--- src/rtl/inst_fetch_bridge_pkg.sv ---
// Purpose : shared FSM state encodings, filler instruction and pair layout for the fetch bridge.
// Latency : n/a (types and constants only).
// Backpres: n/a.
package inst_fetch_bridge_pkg;

    // addi x0,x0,0 -- used for reset contents and for the dead slot of a half fill
    localparam logic [31:0] INST_NOP = 32'h0000_0013;

    typedef enum logic [2:0] {
        IFB_ST_IDLE   = 3'd0,
        IFB_ST_REQ_HI = 3'd1,
        IFB_ST_RSP_HI = 3'd2,
        IFB_ST_REQ_LO = 3'd3,
        IFB_ST_RSP_LO = 3'd4
    } ifb_state_e;

    // hi = word at the 8-byte aligned address, lo = word at +4
    typedef struct packed {
        logic [31:0] hi;
        logic [31:0] lo;
    } inst_pair_t;

endpackage

--- src/rtl/ifb_pair_buf.sv ---
// Purpose : one-entry instruction-pair buffer with tag compare for the fetch bridge.
// Latency : hit is combinational from look_tag/look_odd; a fill is visible the cycle after fill_vld.
// Backpres: none; a fill is accepted unconditionally and replaces the whole entry at once.
//
// Ports: clk/rst_n; fill_vld/fill_tag/fill_full/fill_dat write the entry atomically;
//        look_tag/look_odd are the current fetch tag and address bit 2; hit/pair_dat read back.
module ifb_pair_buf
    import inst_fetch_bridge_pkg::*;
#(
    parameter int          ADDR_W   = 32,
    parameter logic [31:0] NOP_INST = INST_NOP
) (
    input  logic              clk,
    input  logic              rst_n,
    input  logic              fill_vld,
    input  logic [ADDR_W-4:0] fill_tag,
    input  logic              fill_full,
    input  inst_pair_t        fill_dat,
    input  logic [ADDR_W-4:0] look_tag,
    input  logic              look_odd,
    output logic              hit,
    output inst_pair_t        pair_dat
);

    logic              vld_q;
    logic              full_q;
    logic [ADDR_W-4:0] tag_q;
    inst_pair_t        dat_q;

    always_ff @(posedge clk or negedge rst_n) begin
        if (!rst_n) begin
            vld_q  <= 1'b0;
            full_q <= 1'b0;
            tag_q  <= '0;
            dat_q  <= '{hi: NOP_INST, lo: NOP_INST};
        end else if (fill_vld) begin
            vld_q  <= 1'b1;
            full_q <= fill_full;
            tag_q  <= fill_tag;
            dat_q  <= fill_dat;
        end
    end

    // A half entry (full_q=0) only serves fetches whose first slot is dead.
    assign hit      = vld_q & (tag_q == look_tag) & (full_q | look_odd);
    assign pair_dat = dat_q;

endmodule

--- src/rtl/inst_fetch_bridge.sv ---
// Purpose : memory-side responder building 64-bit instruction pairs from two 32-bit reads.
// Latency : hit -> stall=0 same cycle; miss -> stall=0 five cycles later (gnt same cycle, rvalid +1).
// Backpres: mem_req/mem_addr held until mem_gnt; fetch stage is held with stall until the pair is valid.
//
// Ports: clk, rst_n (async, active-low); fetch_addr in, inst_pair/stall out to the fetch stage;
//        mem_req/mem_addr out, mem_gnt/mem_rvalid/mem_rdata in on the memory side.
// Build option: IFB_HALF_SKIP_EN -- a miss with fetch_addr[2]=1 reads only the second word.
module inst_fetch_bridge
    import inst_fetch_bridge_pkg::*;
#(
    parameter int          ADDR_W   = 32,
    parameter logic [31:0] NOP_INST = INST_NOP
) (
    input  logic              clk,
    input  logic              rst_n,
    input  logic [ADDR_W-1:0] fetch_addr,
    output logic [63:0]       inst_pair,
    output logic              stall,
    output logic              mem_req,
    output logic [ADDR_W-1:0] mem_addr,
    input  logic              mem_gnt,
    input  logic              mem_rvalid,
    input  logic [31:0]       mem_rdata
);

    localparam int TAG_W = ADDR_W - 3;

    ifb_state_e       state_q, state_d;
    logic [TAG_W-1:0] req_tag_q;
    logic [TAG_W-1:0] cur_tag;
    logic [31:0]      hi_tmp_q;
    logic             hit;
    logic             tag_match;
    logic             start_miss;
    logic             hi_we;
    logic             fill_vld;
    logic             fill_full;
    inst_pair_t       fill_dat;
    inst_pair_t       buf_dat;
    logic             unused_addr_lsb;

    assign cur_tag         = fetch_addr[ADDR_W-1:3];
    assign tag_match       = (req_tag_q == cur_tag);
    assign unused_addr_lsb = ^fetch_addr[1:0];

    always_ff @(posedge clk or negedge rst_n) begin
        if (!rst_n) begin
            state_q <= IFB_ST_IDLE;
        end else begin
            state_q <= state_d;
        end
    end

    // Outstanding requests/responses always run to completion; a redirect is only
    // acted on when the response arrives, by comparing against the live fetch tag.
    always_comb begin
        state_d    = state_q;
        mem_req    = 1'b0;
        mem_addr   = '0;
        start_miss = 1'b0;
        hi_we      = 1'b0;
        fill_vld   = 1'b0;
        case (state_q)
            IFB_ST_IDLE: begin
                if (!hit) begin
                    start_miss = 1'b1;
`ifdef IFB_HALF_SKIP_EN
                    state_d = fetch_addr[2] ? IFB_ST_REQ_LO : IFB_ST_REQ_HI;
`else
                    state_d = IFB_ST_REQ_HI;
`endif
                end
            end
            IFB_ST_REQ_HI: begin
                mem_req  = 1'b1;
                mem_addr = {req_tag_q, 3'b000};
                if (mem_gnt) state_d = IFB_ST_RSP_HI;
            end
            IFB_ST_RSP_HI: begin
                if (mem_rvalid) begin
                    hi_we   = tag_match;
                    state_d = tag_match ? IFB_ST_REQ_LO : IFB_ST_IDLE;
                end
            end
            IFB_ST_REQ_LO: begin
                mem_req  = 1'b1;
                mem_addr = {req_tag_q, 3'b100};
                if (mem_gnt) state_d = IFB_ST_RSP_LO;
            end
            IFB_ST_RSP_LO: begin
                if (mem_rvalid) begin
                    fill_vld = tag_match;
                    state_d  = IFB_ST_IDLE;
                end
            end
            default: state_d = IFB_ST_IDLE;
        endcase
    end

    always_ff @(posedge clk or negedge rst_n) begin
        if (!rst_n) begin
            req_tag_q <= '0;
            hi_tmp_q  <= '0;
        end else begin
            if (start_miss) req_tag_q <= cur_tag;
            if (hi_we)      hi_tmp_q  <= mem_rdata;
        end
    end

`ifdef IFB_HALF_SKIP_EN
    // Remembers that the current fetch skipped the first word.
    logic req_half_q;

    always_ff @(posedge clk or negedge rst_n) begin
        if (!rst_n) begin
            req_half_q <= 1'b0;
        end else if (start_miss) begin
            req_half_q <= fetch_addr[2];
        end
    end

    assign fill_full = ~req_half_q;
    assign fill_dat  = req_half_q ? '{hi: NOP_INST, lo: mem_rdata}
                                  : '{hi: hi_tmp_q, lo: mem_rdata};
`else
    assign fill_full = 1'b1;
    assign fill_dat  = '{hi: hi_tmp_q, lo: mem_rdata};
`endif

    ifb_pair_buf #(
        .ADDR_W   (ADDR_W),
        .NOP_INST (NOP_INST)
    ) u_pair_buf (
        .clk       (clk),
        .rst_n     (rst_n),
        .fill_vld  (fill_vld),
        .fill_tag  (req_tag_q),
        .fill_full (fill_full),
        .fill_dat  (fill_dat),
        .look_tag  (cur_tag),
        .look_odd  (fetch_addr[2]),
        .hit       (hit),
        .pair_dat  (buf_dat)
    );

    assign stall     = ~hit;
    assign inst_pair = buf_dat;

endmodule

--- config.mk ---
export PLATFORM = sky130hd
export DESIGN_NAME = inst_fetch_bridge
export DESIGN_NICKNAME = d
export VERILOG_FILES = /design/src/rtl/inst_fetch_bridge_pkg.sv /design/src/rtl/ifb_pair_buf.sv /design/src/rtl/inst_fetch_bridge.sv
export SDC_FILE = /design/constraint.sdc
export NUM_CORES = 1
export LEC_CHECK = 0
export CAP_MARGIN = 30
export CORE_ASPECT_RATIO = 1.2
export CORE_MARGIN = 5
export CORE_UTILIZATION = 53
export CTS_CLUSTER_DIAMETER = 40
export DETAILED_ROUTE_END_ITERATION = 6
export GPL_TIMING_DRIVEN = 1
export MAX_ROUTING_LAYER = met4
export PLACE_DENSITY = 0.85
export SETUP_SLACK_MARGIN = 0.05
export SLEW_MARGIN = 15
export SYNTH_ARGS = -nofsm -noshare
export SYNTH_HDL_FRONTEND = slang
export SYNTH_SLANG_ARGS = --single-unit
export TNS_END_PERCENT = 50
--- constraint.sdc ---
create_clock -name clk -period 4.51 [get_ports clk]
set_input_delay 0.6765 -clock clk [delete_from_list [all_inputs] [get_ports clk]]
set_output_delay 0.6765 -clock clk [all_outputs]
set_load 0.02 [all_outputs]
==> impl_metrics.env, run 1 <==
export IMPL_grt_start_max_net_pins=95
export IMPL_clkTransAtPathRegs_ns=0.06
export IMPL_die_w_um=113
export IMPL_yosysTopAreaCell="dfrtp_1"
export IMPL_cts_buffers=17
export IMPL_skew_ns=0.0108
export IMPL_synth_top_area_share=0.562
export IMPL_drv_slew=0
export IMPL_grt_pass1_wl_um=24500
export IMPL_drcViolationCount=0
export IMPL_clk_latency_ns=0.41
export IMPL_final_nets=697
export IMPL_io_pins=166
export IMPL_max_freq_mhz=288
export IMPL_initial_core_util=0.537
export IMPL_routed_via_density=5.22
export IMPL_drv_cap=0
export IMPL_drive_gt1_frac=0.153
export IMPL_period_minus_slack_ns=3.48
export IMPL_ir_drop_v=0.000270
export IMPL_wire_per_inst_um=18.2
export IMPL_ys_ff_latch=158
export IMPL_relSlewSlack=0.497
export IMPL_die_area_um2=15100
export IMPL_end_kind="output pin"
export IMPL_grt_use_met2=0.348
export IMPL_rsz0062_at_grt="no"
export IMPL_antenna_cells=0
export IMPL_worst_setup_path_type="in2out"
export IMPL_r2r_setup_slack_ns=1.65
export IMPL_seq_area_um2=3960
export IMPL_r2r_start="req_tag_q[9]$_DFFE_PN0P_"
export IMPL_r2r_end="u_pair_buf.tag_q[18]$_DFFE_PN0P_"
export IMPL_utilization=0.726
export IMPL_synth_cell_types=28
export IMPL_pwr_density_cell_nw_per_um2=483
export IMPL_setup_viol_count_final=0
export IMPL_required_ns=3.83
export IMPL_finalWirelength_um=14700
export IMPL_arrival_ns=2.80
export IMPL_tritoncts="yes"
export IMPL_busiest_layer="met2"
export IMPL_hold_class="in2async"
export IMPL_firstDrtPassIters=4
export IMPL_row_count=45
export IMPL_synth_area_leaders="dfrtp_1, mux2_1, mux2_2"
export IMPL_multi_input_area_um2=2710
export IMPL_use_met3=0.0767
export IMPL_core_area_um2=12600
export IMPL_clockBufferDepth=2
export IMPL_worstPathMaxFanout=3
export IMPL_fin_setup_tns_ns=0
export IMPL_ant_nets=0
export IMPL_clock_sinks=158
export IMPL_use_met1=0.242
export IMPL_hold_violations=0
export IMPL_cts_resized=0
export IMPL_yosysSeqAreaShare=0.585
export IMPL_worstSetupStartpointType="input pin"
export IMPL_cts_max_level=4
export IMPL_antenna_found_initial=0
export IMPL_p_leak_uw=0.00427
export IMPL_final_period_utilization=0.771
export IMPL_syn_inst=464
export IMPL_syn_cell_area_um2=6770
export IMPL_place_congestion=0.820
export IMPL_fill_cells=841
export IMPL_hpwl_um=10400
export IMPL_drtIter0Drc=152
export IMPL_cts_root_buffer_cell="clkbuf_16"
export IMPL_syn2layout_area_growth_pct=35.3
export IMPL_r2r_cells=6
export IMPL_vias=4208
export IMPL_worstMarginPinSlew_ns=0.755
export IMPL_postCtsHoldBufs=0
export IMPL_fp_dieH_um=134
export IMPL_status="finished, final reports clean"
export IMPL_yosysWarnings=0
export IMPL_grt_total_usage=0.210
export IMPL_postCtsSetupBuffers=0
export IMPL_grt_ovfl_total=0
export IMPL_postSynthAreaPerCell_um2=14.6
export IMPL_grt_pass1_vias=4775
export IMPL_portBuffers=160
==> critical path, stage by stage <==
cell and delay [ns]:
clkdlybuf4s50_1 0.54, xnor2_1 0.14, nand4_1 0.13, nor4_1 0.60
nand2_1 0.14, clkdlybuf4s50_1 0.58
==> routing by layer <==
layer,part of all wire,vias to the layer above,routed length (um)
li1,-,1936,-
met1,0.40,2117,5910
met2,0.50,139,7350
met3,0.083,16,1230
met4,0.013,0,193
met5,0,-,0
==> stage by stage <==
| step | total power (uW) | setup slack, ns | cell area [um2] | hold slack [ns] | instances |
|---|---|---|---|---|---|
| floorplan | 2430 | 2.03 | 6780 | 0.381 | 465 |
| global placement | 2930 | 0.943 | 8540 | 0.446 | 774 |
| detailed placement | 2980 | 0.861 | 8540 | 0.452 | 774 |
| CTS | 4480 | 1.01 | 9160 | 0.341 | 806 |
| global route | 4630 | 0.924 | 9160 | 0.378 | 806 |
| finish | 4430 | 1.03 | 9160 | 0.308 | 806 |
==> cell usage in the layout, fill, tap and decap left out <==
cell,n
a2111oi_2,1
a21oi_1,1
a221o_1,1
and2_1,30
and3_1,2
buf_12,1
buf_4,5
buf_6,1
bufinv_16,4
clkbuf_1,4
clkbuf_16,17
clkbuf_8,1
clkdlybuf4s50_1,159
clkinv_2,2
clkinvlp_4,2
conb_1,2
dfrtp_1,152
dfstp_2,6
inv_1,1
inv_6,2
mux2_1,100
mux2_2,54
nand2_1,6
nand3_1,1
nand3b_1,1
nand4_1,8
nor2_1,3
nor2b_1,1
nor3_1,3
nor4_1,8
nor4_4,2
o21a_1,1
o2bb2ai_1,1
or2_1,1
xnor2_1,29
xor2_1,29
==> power breakdown <==
group / total (uW) / internal (uW) / switching [uW] / leakage, uW
Combinational: 1200 / 625 / 578 / 0.00186
Clock: 1490 / 944 / 544 / 0.000295
Sequential: 1740 / 1570 / 167 / 0.00211
Total: 4430 / 3140 / 1290 / 0.00427
==> synth_stat cells, drive strengths merged <==
library cell and count:
conb 1, a221o 1, nor2 3, nand2 6
o2bb2ai 1, a21oi 1, nor4 10, nand3 1
xor2 29, o21a 1, a2111oi 1, dfstp 6
and3 2, nor3 3, clkbuf 3, or2 1
buf 18, nand3b 1, mux2 154, xnor2 29
nor2b 1, inv 1, dfrtp 152, nand4 8
and2 30
==> registers in the layout, summed over array words and instances, names as in the netlist <==
register and count:
hi_tmp_q 32, u_pair_buf.pair_dat 64, u_pair_buf.vld_q 1, u_pair_buf.tag_q 29, state_q 3, req_tag_q 29
==> layout make-up <==
type                            instances  share of cell area
Sequential cell                       158               0.432
Clock inverter                         10              0.0178
Timing Repair Buffer                  166               0.181
Tap cell                              164              0.0224
Clock buffer                           22              0.0496
Inverter                                1            0.000410
Multi-Input combinational cell        285               0.296
==> how the worst max path moves through the flow <==
stage / start / end / slack, ns / depth (start not counted)
2_1_floorplan: fetch_addr[30] / u_pair_buf.pair_dat[10]$_DFFE_PN0P_ / 2.03 / 7
3_3_place_gp: fetch_addr[12] / u_pair_buf.pair_dat[21]$_DFFE_PN0P_ / 0.94 / 7
3_5_place_dp: fetch_addr[12] / u_pair_buf.tag_q[7]$_DFFE_PN0P_ / 0.86 / 7
4_1_cts: fetch_addr[11] / stall / 1.01 / 6
5_1_grt: fetch_addr[11] / stall / 0.92 / 6
6_report: fetch_addr[11] / stall / 1.03 / 6
==> cell families (layout without fill, tap and decap cells) <==
kind of cell,count (synthesis),count (layout),synth area share
compound gates,5,5,0.00591
xor+xnor,58,58,0.0750
buf+inv,22,199,0.0185
flops,158,158,0.585
mux,154,154,0.256
other cells,1,2,0.000554
simple gates,66,66,0.0589
No activity file was read; power rests on OpenSTA's default activity.
==> inputs of run 2 (changes only) <==
CORE_UTILIZATION = 45   (was 53)
PLACE_DENSITY = 0.77   (was 0.85)
clock period = 3 ns   (was 4.51 ns; I/O delays follow)
==> impl_metrics.env, run 2 (same netlist as run 1, synthesis figures left out) <==
export IMPL_drv_cap=0
export IMPL_worstPathMaxFanout=16
export IMPL_comb_power_share=0.279
export IMPL_fin_setup_tns_ns=0
export IMPL_cpPeakStageDelay_ns=0.47
export IMPL_die_area_um2=17600
export IMPL_p_sw_uw=2010
export IMPL_hpwl_um=11100
export IMPL_postCtsHoldBufs=0
export IMPL_end_kind="flip-flop"
export IMPL_cts_root_buffer_cell="clkbuf_16"
export IMPL_pwr_share_seq=0.398
export IMPL_clkTransAtPathRegs_ns=0.06
export IMPL_pwr_density_cell_nw_per_um2=698
export IMPL_portBuffers=160
export IMPL_worst_setup_path_type="in2reg"
export IMPL_max_freq_mhz=363
export IMPL_tritoncts="yes"
export IMPL_p_leak_uw=0.00440
export IMPL_startpoint="fetch_addr[7]"
export IMPL_hold_worst_slack_ns=0.0698
export IMPL_die_w_um=122
export IMPL_sw_frac_of_total=0.306
export IMPL_io_pins=166
export IMPL_cts_max_level=4
export IMPL_finalWirelength_um=15200
export IMPL_clock_sinks=158
export IMPL_grt_start_max_net_pins=81
export IMPL_vias=4367
export IMPL_drive_gt1_frac=0.186
export IMPL_final_common_cell="clkdlybuf4s50_1"
export IMPL_ir_drop_v=0.000423
export IMPL_path_cells="clkdlybuf4s50_1 -> xor2_1 -> nor4_1 -> buf_4 -> nand4_1 -> buf_4 -> nor4_4 -> buf_4 -> buf_12 -> mux2_1"
export IMPL_drtIter0Drc=110
export IMPL_antenna_found_initial=0
export IMPL_hold_violations=0
export IMPL_finalPower_uw=6580
export IMPL_antenna_cells=0
export IMPL_worstSetupStartpointType="input pin"
export IMPL_cts_buffers=17
export IMPL_ant_nets=0
export IMPL_period_minus_slack_ns=2.75
export IMPL_clockBufferDepth=2
export IMPL_place_congestion=0.784
export IMPL_final_nets=717
export IMPL_grt_pass1_wl_um=25200
export IMPL_fill_cells=1172
export IMPL_wire_per_inst_um=17.5
export IMPL_internal_power_uw=4570
export IMPL_row_count=49
export IMPL_fp_dieH_um=144
export IMPL_drv_slew=0
export IMPL_rsz0062_at_grt="no"
export IMPL_largest_reg_flops=64
export IMPL_firstDrtPassIters=4
export IMPL_initial_core_util=0.455
export IMPL_routed_via_density=5.04
export IMPL_dpl_instance_area_um2=8820
export IMPL_grt_total_usage=0.188
export IMPL_r2r_start="req_tag_q[9]$_DFFE_PN0P_"
export IMPL_grt_pass1_vias=4988
export IMPL_status="finished, final reports clean"
export IMPL_cpMaxStageDelayCell="clkdlybuf4s50_1"
export IMPL_skew_ns=0.00833
export IMPL_arrival_ns=3.04
export IMPL_cp_common_cell="buf_4"
export IMPL_grt_ovfl_total=0
export IMPL_setup_viol_count_final=0
export IMPL_final_period_utilization=0.917
export IMPL_required_ns=3.29
export IMPL_syn2layout_area_growth_pct=39.2
export IMPL_hold_class="in2async"
export IMPL_relSlewSlack=0.509
export IMPL_power_frac_clock=0.323
export IMPL_drcViolationCount=0
export IMPL_worstMarginPinSlew_ns=0.736
export IMPL_core_area_um2=14900
export IMPL_final_area_um2=9430
export IMPL_clk_latency_ns=0.42
export IMPL_final_cell_mix="clkdlybuf4s50_1, dfrtp_1, mux2_1"
run 2: cell count changes in the layout (fill, tap and decap cells not counted), sizes merged:
cell / before / now
dlymetal6s2s: 0 / 1
bufinv: 4 / 2
clkbuf: 22 / 17
inv: 3 / 4
clkdlybuf4s50: 159 / 158
buf: 7 / 27
clkinv: 2 / 8
run 2: repair_timing:
action / in CTS / in global routing
endpoints found under the setup margin: 0 / 1
gates resized for setup: 0 / 3
buffers inserted: 0 / 0
run 2: critical path, delay by kind of cell:
family        cells  cell delay (ns)
mux               1             0.35
buf+inv           5             1.21
xor+xnor          1             0.19
simple gates      3             0.83
run 2: final cells by class:
type | instances | area [um2] | share of cell area
inverter | 1 | 3.75 | 0.000398
sequential | 158 | 3960 | 0.420
timing repair buffer | 186 | 1890 | 0.200
clock buffer | 17 | 425 | 0.0451
tap | 204 | 255 | 0.0271
clock inverter | 15 | 165 | 0.0175
multi-input combinational | 285 | 2730 | 0.289
run 2: worst paths after layout:
| check | endpoint | slack (ns) | cells past startpoint |
|---|---|---|---|
| worst max-delay path | u_pair_buf.pair_dat[46]$_DFFE_PN0P_ | 0.25 | 10 |
| worst min-delay path | req_tag_q[5]$_DFFE_PN0P_ | 0.07 | 1 |
| worst max register to register | u_pair_buf.pair_dat[46]$_DFFE_PN0P_ | 0.34 | 9 |
| worst min register to register | u_pair_buf.vld_q$_DFFE_PN0P_ | 0.47 | 1 |
| max in group asynchronous | u_pair_buf.pair_dat[0]$_DFFE_PN1P_ | 2.10 | 2 |
| min in group clk | u_pair_buf.vld_q$_DFFE_PN0P_ | 0.47 | 1 |
run 2: metal layers:
layer,GRT usage,vias to the layer above,part of all wire
li1,-,1990,-
met1,0.222,2234,0.41
met2,0.311,131,0.51
met3,0.0673,12,0.077
met4,0.0437,0,0.0073
met5,-,-,0
run 2: through the flow:
stage,setup slack (ns),std cells,util
floorplan,0.744,465,-
global placement,-0.171,834,0.592
detailed placement,-0.201,834,0.592
CTS,0.0533,866,0.632
global route,0.145,866,0.633
finish,0.248,866,0.633
run 2: power groups by stage:
stage / Clock (uW) / Combinational [uW] / Sequential, uW
after floorplan: 0 / 1080 / 2570
after global placement: 0 / 1830 / 2620
after detailed placement: 0 / 1860 / 2650
after CTS: 2180 / 1860 / 2610
after global routing: 2270 / 1970 / 2650
final: 2120 / 1840 / 2620
==> RTL change, RTL diff (flow settings as in run 2) <==
The 5 states of `ifb_state_e` get a one-hot encoding in 5 bits.
--- a/src/rtl/inst_fetch_bridge_pkg.sv
+++ b/src/rtl/inst_fetch_bridge_pkg.sv
@@ -6,12 +6,12 @@
     // addi x0,x0,0 -- used for reset contents and for the dead slot of a half fill
     localparam logic [31:0] INST_NOP = 32'h0000_0013;
 
-    typedef enum logic [2:0] {
-        IFB_ST_IDLE   = 3'd0,
-        IFB_ST_REQ_HI = 3'd1,
-        IFB_ST_RSP_HI = 3'd2,
-        IFB_ST_REQ_LO = 3'd3,
-        IFB_ST_RSP_LO = 3'd4
+    typedef enum logic [4:0] {
+        IFB_ST_IDLE   = 5'b00001,
+        IFB_ST_REQ_HI = 5'b00010,
+        IFB_ST_RSP_HI = 5'b00100,
+        IFB_ST_REQ_LO = 5'b01000,
+        IFB_ST_RSP_LO = 5'b10000
     } ifb_state_e;
 
     // hi = word at the 8-byte aligned address, lo = word at +4
Function: no difference found for any inputs over 4 cycles, from zero or initial values and one cycle with rst_n low; so few cycles prove little.
==> RTL change against run 2 <==
  * Worst setup slack worse by 0.19 ns
  * Routed wire length up 3.4%
  * Count of clock-buffer cells in the layout up 4
  * Final cell count up 1.3%
  * Clock skew up 0.0051 ns
  * Design area up 0.48%
  * Critical path depth down 2
  * Power down 6.2%
  * Sequential cell count up 2
  * Area after synthesis up 2.4%
  * Combinational power down 20%
  * Core utilization down 0.47 points
  * Hold slack better by 0.41 ns
==> RTL change: results (changes against run 2) <==
.. list-table::
   :header-rows: 1

   * - Metric
     - Value
   * - Hold Crit Class
     - flip-flop to flip-flop
   * - HPWL after detailed placement
     - 11.49 mm (+3.8%)
   * - Met2 routing resource usage after global routing
     - 30.59% (-0.47 points)
   * - Met3 Resource Use GR
     - 6.065% (-0.66 points)
   * - Leading cell types by count after synthesis
     - sky130_fd_sc_hd__dfrtp_1 (153), sky130_fd_sc_hd__mux2_2 (95), sky130_fd_sc_hd__mux2_1 (60)
   * - Number of distinct library cells after synthesis
     - 34 (+21%)
   * - Number of inserted filler cells in the final layout
     - 1202 (+2.6%)
   * - Combined global-route utilization of all metal layers
     - 18.92% (+0.13 points)
   * - Placed insts
     - 843 (+1.1%)
   * - Arrival @ worst endpoint
     - 2.49 ns (-0.55 ns)
   * - Placer Congestion
     - 0.8041 (+2.6%)
   * - Highest clock frequency the design can meet
     - 0.3399 GHz (-6.5%)
   * - Worst hold slack across all endpoints
     - 0.4817 ns (+0.4118 ns)
   * - Worst setup path endpoint
     - stall
   * - Maximum number of pins on one net before global-route repair
     - 77 (-4.9%)
   * - Hold buffer count at CTS
     - 1 (+1)
   * - Biggest area contributors in the synthesized netlist
     - sky130_fd_sc_hd__dfrtp_1 (55%), sky130_fd_sc_hd__mux2_2 (15%), sky130_fd_sc_hd__mux2_1 (9.7%), sky130_fd_sc_hd__xnor2_1 (3.8%), sky130_fd_sc_hd__xor2_1 (3.4%)
   * - Routed wl met2
     - 8.051 mm (+4.7%)
   * - Maximum VDD drop
     - 0.0004143 V (-2.0%)
   * - Total number of vias
     - 4423 (+1.3%)
   * - Run status
     - finished clean
   * - Largest fanout on the critical path
     - 2 (-14)
   * - Average wire length per cell after detail routing
     - 17.89 um (+2.1%)
   * - GR Layer Usage met1
     - 22.08% (-0.10 points)
   * - Switching share of power
     - 29.41% (-1.2 points)
   * - Metal-1 WL
     - 6.261 mm (+0.85%)
   * - Post-CTS sizing
     - 31 (+31)
   * - Placement Cell Area
     - 8922 sq um (+1.2%)
   * - # nets final
     - 728 (+1.5%)
   * - FF-to-FF Start
     - req_tag_q[5]$_DFFE_PN0P_
   * - Transition time at the pin with the least slew margin
     - 0.6425 ns (-0.09352 ns)
   * - Delay of the slowest cell on the worst path
     - 0.55 ns (+0.08 ns)
## RTL change: power groups by stage
stage,logic (mW),clock network (mW),registers (mW)
detailed placement,1.55,0,2.67
global placement,1.52,0,2.65
global route,1.58,2.22,2.68
finish,1.47,2.07,2.64
CTS,1.48,2.13,2.64
floorplan,0.916,0,2.60
## RTL change: area by class of cell
class,count,area (sq um),share of cell area (%)
flip-flops and latches,160,4013,42.36
multi-input cells,292,2776,29.31
well taps,204,255.2,2.695
repair buffers,185,1836,19.38
clock buffers,21,470.5,4.967
clock inverters,11,106.4,1.123
inverters,4,15.01,0.1585
## RTL change: kinds of logic (layout without fill, tap and decap cells)
family                    count (synthesis)  after routing  synth area share, %
and+or+nand+nor                          69             69                6.336
buffers and inverters                    25            221                2.437
muxes                                   155            155                25.18
xor gates and xnor gates                 57             57                7.202
AOI/OAI and AO/OA                         9              9               0.9027
other                                     1              2              0.05410
DFF                                     160            160                57.89
